$ cat config.mk
export PLATFORM = sky130hd
export DESIGN_NAME = ram_bus_ctrl_flat
export DESIGN_NICKNAME = d
export VERILOG_FILES = /design/src/rtl/ram_bus_ctrl_if.sv /design/src/rtl/ram_bus_ctrl.sv /design/src/flat_wrapper.sv
export SDC_FILE = /design/constraint.sdc
export NUM_CORES = 1
export LEC_CHECK = 0
export ABC_AREA = 0
export BUFFER_PORTS_ARGS = -buffer_cell sky130_fd_sc_hd__buf_2
export CAP_MARGIN = 10
export CORE_MARGIN = 3
export CORE_UTILIZATION = 47
export CTS_CLUSTER_DIAMETER = 200
export CTS_CLUSTER_SIZE = 20
export DETAILED_ROUTE_END_ITERATION = 10
export GPL_TIMING_DRIVEN = 0
export MAX_ROUTING_LAYER = met4
export PLACE_DENSITY_LB_ADDON = 0.15
export SYNTH_ARGS = -nofsm -noshare
export SYNTH_HDL_FRONTEND = slang
export SYNTH_SLANG_ARGS = --single-unit
$ cat constraint.sdc
create_clock -name clk -period 2.9 [get_ports clk]
set_clock_uncertainty 0.1 [all_clocks]
set_input_delay 0.58 -clock clk [delete_from_list [all_inputs] [get_ports clk]]
set_output_delay 0.58 -clock clk [all_outputs]
set_load 0.01 [all_outputs]
$ cat src/rtl/ram_bus_ctrl_if.sv
// Bus bundle between a 68000-style CPU bus, the RAM controller and two byte-wide RAM banks.
// The master modport is the CPU/RAM side; the controller takes the slave modport.
interface ram_bus_ctrl_if #(
  parameter int ADDRESS_WIDTH = 14
);
  logic                     cpu_as;
  logic                     cpu_rw;
  logic                     cpu_uds;
  logic                     cpu_lds;
  logic [22:0]              cpu_addr;
  logic [15:0]              cpu_dout;
  logic [15:0]              cpu_din;
  logic                     cpu_dtack;
  logic                     cpu_berr;
  logic                     ram_cs;
  logic                     ram_we_u;
  logic                     ram_we_l;
  logic [ADDRESS_WIDTH-1:0] ram_addr;
  logic [15:0]              ram_din;
  logic [15:0]              ram_q;

  modport master (
    output cpu_as, cpu_rw, cpu_uds, cpu_lds, cpu_addr, cpu_dout, ram_q,
    input  cpu_din, cpu_dtack, cpu_berr, ram_cs, ram_we_u, ram_we_l, ram_addr, ram_din
  );

  modport slave (
    input  cpu_as, cpu_rw, cpu_uds, cpu_lds, cpu_addr, cpu_dout, ram_q,
    output cpu_din, cpu_dtack, cpu_berr, ram_cs, ram_we_u, ram_we_l, ram_addr, ram_din
  );
endinterface

$ cat src/rtl/ram_bus_ctrl.sv
// Bridges an asynchronous CPU bus cycle onto two synchronous byte-wide RAM banks.
// Accesses outside the RAM window end with a bus error and never touch the RAM.
module ram_bus_ctrl #(
  parameter logic [23:0] BASE_ADDR     = 24'h000000,
  parameter int          DEPTH         = 16384,
  parameter int          ADDRESS_WIDTH = $clog2(DEPTH)
) (
  input logic           clk,
  input logic           reset,
  ram_bus_ctrl_if.slave bus
);
  localparam logic [24:0] WINDOW_BYTES = 25'(2 * DEPTH);

  typedef enum logic [2:0] {IDLE, ISSUE, WAIT, ACK, ERR} state_t;

  state_t                   r_state;
  logic                     r_rw;
  logic [15:0]              r_cpuDin;
  logic                     r_dtack;
  logic                     r_berr;
  logic                     r_ramCs;
  logic                     r_ramWeU;
  logic                     r_ramWeL;
  logic [ADDRESS_WIDTH-1:0] r_ramAddr;
  logic [15:0]              r_ramDin;

  logic [23:0]              w_offset;
  logic                     w_inWindow;

  // Addresses below the base wrap to huge offsets and so fall outside the window.
  assign w_offset   = {bus.cpu_addr, 1'b0} - BASE_ADDR;
  assign w_inWindow = {1'b0, w_offset} < WINDOW_BYTES;

  always_ff @(posedge clk) begin
    if (reset) begin
      r_state   <= IDLE;
      r_rw      <= 1'b0;
      r_cpuDin  <= '0;
      r_dtack   <= 1'b0;
      r_berr    <= 1'b0;
      r_ramCs   <= 1'b0;
      r_ramWeU  <= 1'b0;
      r_ramWeL  <= 1'b0;
      r_ramAddr <= '0;
      r_ramDin  <= '0;
    end else begin
      r_ramCs  <= 1'b0;
      r_ramWeU <= 1'b0;
      r_ramWeL <= 1'b0;
      case (r_state)
        IDLE: begin
          if (bus.cpu_as) begin
            r_rw      <= bus.cpu_rw;
            r_ramDin  <= bus.cpu_dout;
            r_ramAddr <= w_offset[ADDRESS_WIDTH:1];
            // RAM strobes are set on entry so they are high exactly while in ISSUE.
            if (w_inWindow) begin
              r_state  <= ISSUE;
              r_ramCs  <= 1'b1;
              r_ramWeU <= ~bus.cpu_rw & bus.cpu_uds;
              r_ramWeL <= ~bus.cpu_rw & bus.cpu_lds;
            end else begin
              r_state <= ERR;
            end
          end
        end
        ISSUE: begin
          r_state <= r_rw ? WAIT : ACK;
        end
        WAIT: begin
          r_cpuDin <= bus.ram_q;
          r_state  <= ACK;
        end
        ACK: begin
          if (!bus.cpu_as) begin
            r_dtack <= 1'b0;
            r_state <= IDLE;
          end else begin
            r_dtack <= 1'b1;
          end
        end
        ERR: begin
          if (!bus.cpu_as) begin
            r_berr  <= 1'b0;
            r_state <= IDLE;
          end else begin
            r_berr <= 1'b1;
          end
        end
        default: begin
          r_state <= IDLE;
        end
      endcase
    end
  end

  assign bus.cpu_din   = r_cpuDin;
  assign bus.cpu_dtack = r_dtack;
  assign bus.cpu_berr  = r_berr;
  assign bus.ram_cs    = r_ramCs;
  assign bus.ram_we_u  = r_ramWeU;
  assign bus.ram_we_l  = r_ramWeL;
  assign bus.ram_addr  = r_ramAddr;
  assign bus.ram_din   = r_ramDin;
endmodule

$ cat src/flat_wrapper.sv
// flat-port wrapper written by rule: the top's interface ports become plain ports
module ram_bus_ctrl_flat 
#(
  parameter logic [23:0] BASE_ADDR     = 24'h000000,
  parameter int          DEPTH         = 16384,
  parameter int          ADDRESS_WIDTH = $clog2(DEPTH)
)
  (clk, reset, bus_cpu_as, bus_cpu_rw, bus_cpu_uds, bus_cpu_lds, bus_cpu_addr, bus_cpu_dout, bus_ram_q, bus_cpu_din, bus_cpu_dtack, bus_cpu_berr, bus_ram_cs, bus_ram_we_u, bus_ram_we_l, bus_ram_addr, bus_ram_din);
  ram_bus_ctrl_if #(.ADDRESS_WIDTH(ADDRESS_WIDTH)) bus_i ();
  input logic clk;
  input logic reset;
  input wire logic [$bits(bus_i.cpu_as)-1:0] bus_cpu_as;
  input wire logic [$bits(bus_i.cpu_rw)-1:0] bus_cpu_rw;
  input wire logic [$bits(bus_i.cpu_uds)-1:0] bus_cpu_uds;
  input wire logic [$bits(bus_i.cpu_lds)-1:0] bus_cpu_lds;
  input wire logic [$bits(bus_i.cpu_addr)-1:0] bus_cpu_addr;
  input wire logic [$bits(bus_i.cpu_dout)-1:0] bus_cpu_dout;
  input wire logic [$bits(bus_i.ram_q)-1:0] bus_ram_q;
  output wire logic [$bits(bus_i.cpu_din)-1:0] bus_cpu_din;
  output wire logic [$bits(bus_i.cpu_dtack)-1:0] bus_cpu_dtack;
  output wire logic [$bits(bus_i.cpu_berr)-1:0] bus_cpu_berr;
  output wire logic [$bits(bus_i.ram_cs)-1:0] bus_ram_cs;
  output wire logic [$bits(bus_i.ram_we_u)-1:0] bus_ram_we_u;
  output wire logic [$bits(bus_i.ram_we_l)-1:0] bus_ram_we_l;
  output wire logic [$bits(bus_i.ram_addr)-1:0] bus_ram_addr;
  output wire logic [$bits(bus_i.ram_din)-1:0] bus_ram_din;
  assign bus_i.cpu_as = bus_cpu_as;
  assign bus_i.cpu_rw = bus_cpu_rw;
  assign bus_i.cpu_uds = bus_cpu_uds;
  assign bus_i.cpu_lds = bus_cpu_lds;
  assign bus_i.cpu_addr = bus_cpu_addr;
  assign bus_i.cpu_dout = bus_cpu_dout;
  assign bus_i.ram_q = bus_ram_q;
  assign bus_cpu_din = bus_i.cpu_din;
  assign bus_cpu_dtack = bus_i.cpu_dtack;
  assign bus_cpu_berr = bus_i.cpu_berr;
  assign bus_ram_cs = bus_i.ram_cs;
  assign bus_ram_we_u = bus_i.ram_we_u;
  assign bus_ram_we_l = bus_i.ram_we_l;
  assign bus_ram_addr = bus_i.ram_addr;
  assign bus_ram_din = bus_i.ram_din;
  ram_bus_ctrl #(.BASE_ADDR(BASE_ADDR), .DEPTH(DEPTH), .ADDRESS_WIDTH(ADDRESS_WIDTH)) u_core (.clk(clk), .reset(reset), .bus(bus_i));
endmodule
== Word-level counts from Yosys, hierarchy flattened ==
Index checks and enable logic that the tools add are counted.

* Magnitude comparators: 1
* Multiplexer cells: 7
* Bitwise operators: 6
* Reduce and logical (&&, ||, !) cells: 6
* Equal/unequal tests: 6

{| class="wikitable"
|+ Operators with widths
! operator !! number
|-
| $lt A24 B16 Y1 const B || 1
|-
| $pmux W3 S4 || 1
|-
| $mux W3 || 3
|-
| $eq A3 B2 Y1 const B || 2
|-
| $ne A2 B2 Y1 const B || 2
|-
| $not A1 Y1 || 4
|-
| $reduce_and A2 Y1 || 2
|-
| $reduce_or A4 Y1 || 1
|-
| $eq A3 B1 Y1 const B || 1
|-
| $eq A3 B3 Y1 const B || 1
|-
| $logic_not A3 Y1 || 1
|-
| $mux W1 || 3
|-
| $reduce_or A3 Y1 || 1
|-
| $and A1 B1 Y1 || 2
|-
| $reduce_or A2 Y1 || 1
|}

* Bits in registers: 55
* Logic and storage cells: 36
* Output and inout port bits: 51
* Bits of input ports: 61

== Logic depth before layout (Yosys ltp) ==
* Depth in word-level cells: 4
* Mapped depth: 6

== Least setup slack after synthesis ==
Ideal clock, no wire load.

* Kind: in2reg
* Start point: input bus_cpu_as
* End point: register u_core.r_ramDin[3], in the netlist u_core.bus.ram_din[3]
* Setup time: 132 ps
* Data required time: 2,668 ps
* Path slack: 1,244 ps
* Stages on the path: 5
* Buffers on the path: 2
* Data arrival time: 1,424 ps
* Cells stage by stage: or4b_4 > buf_6 > buf_2 > nand2_1 > a21oi_1

* Word-level cells in the longest chain between the ends: 1

{| class="wikitable"
|+ RTL lines
! what !! line !! text
|-
| start: declaration || flat_wrapper.sv:12 || <nowiki>input wire logic [$bits(bus_i.cpu_as)-1:0] bus_cpu_as;</nowiki>
|-
| $reduce_and A2 Y1 (no source line) || - ||
|-
| end signal: assignment || ram_bus_ctrl.sv:54 || <nowiki>r_ramDin <= bus.cpu_dout;</nowiki>
|-
| end: declaration || ram_bus_ctrl.sv:25 || <nowiki>logic [15:0] r_ramDin;</nowiki>
|}

No other way between the ends.
A chain may end at the register's enable or synchronous reset.

== Worst setup path in the final report ==
* Start point: register u_core.r_state[1]
* End point: register u_core.r_cpuDin[7], in the netlist u_core.bus.cpu_din[7]

* Word-level cells in the longest chain between the ends: 1

{| class="wikitable"
|+ RTL lines
! what !! line !! text
|-
| start: declaration || ram_bus_ctrl.sv:16 || <nowiki>state_t r_state;</nowiki>
|-
| start signal: assignment || ram_bus_ctrl.sv:68 || <nowiki>r_state <= r_rw ? WAIT : ACK;</nowiki>
|-
| $eq A3 B2 Y1 || ram_bus_ctrl.sv:50 || <nowiki>case (r_state)</nowiki>
|-
| end signal: assignment || ram_bus_ctrl.sv:71 || <nowiki>r_cpuDin <= bus.ram_q;</nowiki>
|-
| end: declaration || ram_bus_ctrl.sv:18 || <nowiki>logic [15:0] r_cpuDin;</nowiki>
|}

No other way between the ends.

==> run summary <==
The flow ran to the end, and the final reports show no timing, DRC or antenna violations. The worst endpoint data arrival time came out at 1.79 ns. The H-tree was split into 2 levels. The area share of the leading cell type in the synthesized netlist was 0.5486.

By area the synthesized netlist is led by sky130_fd_sc_hd__dfxtp_1, sky130_fd_sc_hd__nand2_1, sky130_fd_sc_hd__a21oi_1. The overall die width was 71.35 um. Dividing the detail-routed via count by the number of cells gives 4.760.

The run gives 2007 um2 as the netlist area before placement. The synthesized flop and latch total is 55. The commonest cells after synthesis are sky130_fd_sc_hd__nand2_1, sky130_fd_sc_hd__dfxtp_1, sky130_fd_sc_hd__a21oi_1, sky130_fd_sc_hd__buf_2, sky130_fd_sc_hd__clkbuf_1. In the synthesized netlist the dominant register cell turns out to be sky130_fd_sc_hd__dfxtp_1.

The first global-routing pass estimated 7983 um of wire. The fraction of registers with async set or reset after synthesis came out at 0. Total number of nets in the final design: 423. Path type of the worst setup path: flop to flop. The run gives 1966 as the total number of vias.

Signal routing reaches up to met4. For this run, the number of standard cells in the final layout without fillers is 413. After clock tree synthesis, the clock-pin slew on the worst setup and hold paths is 0.10 ns.

The netlist uses 25 different library cells. Setup repair after global routing left no endpoint under its margin. The delay of the slowest critical-path stage is 0.45 ns, and the post-place setup slack is 0.9627 ns. For this design, the sink count on the clock tree is 55.

The first routing iteration left 70 violations. For the total core area, the log shows 4058 um2. The met1 layer wirelength in the final routing was 2130 um.

Post-synthesis sequential area ratio: 0.5486. After synthesis, the mean cell area works out to 8.192 um2. Setup slack on the worst reg-to-reg path comes out at 1.18 ns.

Hold timing on the final database bottoms out at a slack of 0.3533 ns. Clock tree synthesis inserted a total of 5 buffers. In this run the critical register-to-register path is launched from u_core.r_state[1]. The area growth from synthesis to final layout was 36.60%; the routed length on met3 was 427 um. The routed design uses 2298 um of met2 wire.

The count of antenna diodes in the layout came out at 0. Power comes to 1476 uW. The floorplan die height is 71.35 um, and the final wirelength is 4926 um. The part of the cycle the worst path needs is 0.5941, and the final count of negative-setup-slack endpoints is 0.

The count of buffers added on input and output ports is 110. The initial core utilization is 0.4946. Row generation in the floorplan step produced 23 rows. Static timing analysis puts the maximum clock frequency at 580.4 MHz.

Entering global routing, the biggest net connects 18 pins. The first detailed-routing pass ran for 4 iterations. The logs give 0 for the final-report max-slew violation count and 0 for the initial antenna violation count. The run gives 2 as the largest buffer count on any clock path. Traced cell by cell, the critical path runs through buf_2 > or3b_2 > clkbuf_1 > buf_2 > nand2_1 > a21oi_1.

The number of flops mapped to enable cells by yosys is 0, and the number of cells after detailed placement is 405. The tools report the endpoint type of the worst setup path as a flop. The worst hold path begins at u_core.bus.ram_din[8]. Across the run, the number of max-cap violations was 0. The worst register-to-register path ends at u_core.bus.cpu_din[7]. The total I/O pin count is 112. Across the whole layout, storage elements account for 1101 um2. The final global-route overflow total was 0; the via count of the first global-routing pass was 1820. The routed design could run at a clock period as short as 1.723 ns.

The source-to-sink clock delay at the later pin of the worst-skew pair is 0.29 ns. The master of the slowest instance on the critical path was sky130_fd_sc_hd__or3b_2. For the pin with the worst max-slew slack, the measured transition is 0.4660 ns. IR analysis of the VDD net gives a maximum drop of 388.5 uV.

After technology mapping, the gate count stands at 245. The layout has 371 filler cells. The number of gates given a new drive strength after cts was 0.

The worst min-delay path category was flop to flop. The summed negative setup slack over all endpoints is 0 ns, and the total routing usage reported by global routing is 0.1973. In the routed design, unresolved DRC markers number 0.

Overall die area: 5090 um2. The root buffer selected by CTS is sky130_fd_sc_hd__clkbuf_8. The mean routed wirelength per cell is 11.93 um. The number of nets in the synthesized netlist is 306. For this design the ratio of total power to cell area is 538.6 nW/um2. After legalization and detailed placement, the total HPWL measured 3698 um. Critical path launch point type: a flop. After layout, the worst setup slack is 1.177 ns. In the final layout, the multi-input gates occupy 797.0 um2.

Worst reg-to-reg path cell count: 6. Counting stages on the worst path, the most repeated cell is sky130_fd_sc_hd__buf_2. TritonCTS built the clock tree.

The biggest area consumer among synthesized cells was sky130_fd_sc_hd__dfxtp_1. The final-report hold violation count is 0, and the worst slew margin relative to its limit is 0.6880. The data required time at the worst endpoint came out at 2.97 ns. For the synthesis warning total, the log shows 0. Share of layout cells above drive strength 1: 0.3719. The tools report the hold-critical path endpoint as u_core.bus.ram_din[8]. Of all nets on the critical path, the largest fanout is 10. Once detail routing completed, the nets flagged for antenna violations numbered 0.

The count of buffers added by post-CTS timing repair for setup was 0; the count of cells along the worst hold path was 2. For this design the static power due to leakage is 0.001300 uW. The leading cell type by number of instances after synthesis was sky130_fd_sc_hd__nand2_1. At the end of routability-driven placement, the weighted congestion stood at 0.7804. The total of hold buffers inserted after clock tree synthesis was 0.
## flip-flops by register name, indices dropped and copies added, names as in the netlist
name	cells
u_core.bus.cpu_berr	1
u_core.bus.cpu_din	16
u_core.bus.cpu_dtack	1
u_core.bus.ram_addr	14
u_core.bus.ram_cs	1
u_core.bus.ram_din	16
u_core.bus.ram_we_l	1
u_core.bus.ram_we_u	1
u_core.r_rw	1
u_core.r_state	3
## layout by cell type (no fill, tap or decap), types with 2 or more instances in the layout
| cell | count |
|---|---|
| sky130_fd_sc_hd__a21oi_1 | 47 |
| sky130_fd_sc_hd__buf_2 | 119 |
| sky130_fd_sc_hd__buf_6 | 3 |
| sky130_fd_sc_hd__clkbuf_1 | 7 |
| sky130_fd_sc_hd__clkbuf_8 | 6 |
| sky130_fd_sc_hd__dfxtp_1 | 55 |
| sky130_fd_sc_hd__mux2i_1 | 2 |
| sky130_fd_sc_hd__nand2_1 | 95 |
| sky130_fd_sc_hd__nand2b_1 | 2 |
| sky130_fd_sc_hd__nor2_1 | 5 |
| sky130_fd_sc_hd__nor2b_1 | 2 |
| sky130_fd_sc_hd__nor4_1 | 4 |
## where the power goes
| part | switching [uW] | internal (uW) |
|---|---|---|
| clock | 238 | 284 |
| sequential | 12.0 | 782 |
| combinational | 86.2 | 74.6 |
## metrics by stage
step,instance area (um2),util
floorplan,2007,-
global placement,2620,0.6457
detailed placement,2620,0.6457
CTS,2741,0.6756
global route,2741,0.6756
finish,2741,0.6756
## worst max-delay path by stage
stage                            startpoint                      to  slack (ns)  cells past startpoint
after floorplan                  bus_cpu_as   u_core.bus.ram_din[3]        1.24                      5
after global placement           bus_cpu_as  u_core.bus.ram_addr[3]        0.99                      6
after detailed placement         bus_cpu_as   u_core.bus.ram_din[5]        0.96                      6
after CTS                 u_core.r_state[1]   u_core.bus.cpu_din[5]        1.18                      6
after global routing      u_core.r_state[1]  u_core.bus.cpu_din[10]        1.03                      6
final                     u_core.r_state[1]   u_core.bus.cpu_din[7]        1.18                      6
## routing by layer
| metal | vias to the layer above | GRT usage |
|---|---|---|
| met5 | - | - |
| met4 | 0 | 0.04384 |
| met3 | 6 | 0.05049 |
| met2 | 73 | 0.3276 |
| met1 | 857 | 0.2420 |
| li1 | 1030 | - |
## cells by family (layout without fill, tap and decap cells)
| kind of cell | count (synthesis) | count (layout) | share of synthesized area |
|---|---|---|---|
| and+or+nand+nor | 118 | 118 | 0.2575 |
| DFF | 55 | 55 | 0.5486 |
| AOI/OAI and AO/OA | 50 | 50 | 0.1297 |
| buffers and inverters | 20 | 138 | 0.05424 |
| muxes | 2 | 2 | 0.009975 |
## critical path: cells and delay by family (launching register included)
kind / cells / cell delay [ns]
buffers and inverters: 3 / 0.59
DFF: 1 / 0.31
and+or+nand+nor: 2 / 0.54
AOI/OAI and AO/OA: 1 / 0.06
## area by class of cell
| type | instances | share of cell area |
|---|---|---|
| Tap cell | 50 | 0.02282 |
| Clock inverter | 2 | 0.01415 |
| Clock buffer | 6 | 0.03012 |
| Multi-Input combinational cell | 170 | 0.2907 |
| Timing Repair Buffer | 110 | 0.2008 |
| Inverter | 1 | 0.001369 |
| Buffer | 19 | 0.03834 |
| Sequential cell | 55 | 0.4016 |
No activity file was read; power rests on OpenSTA's default activity.
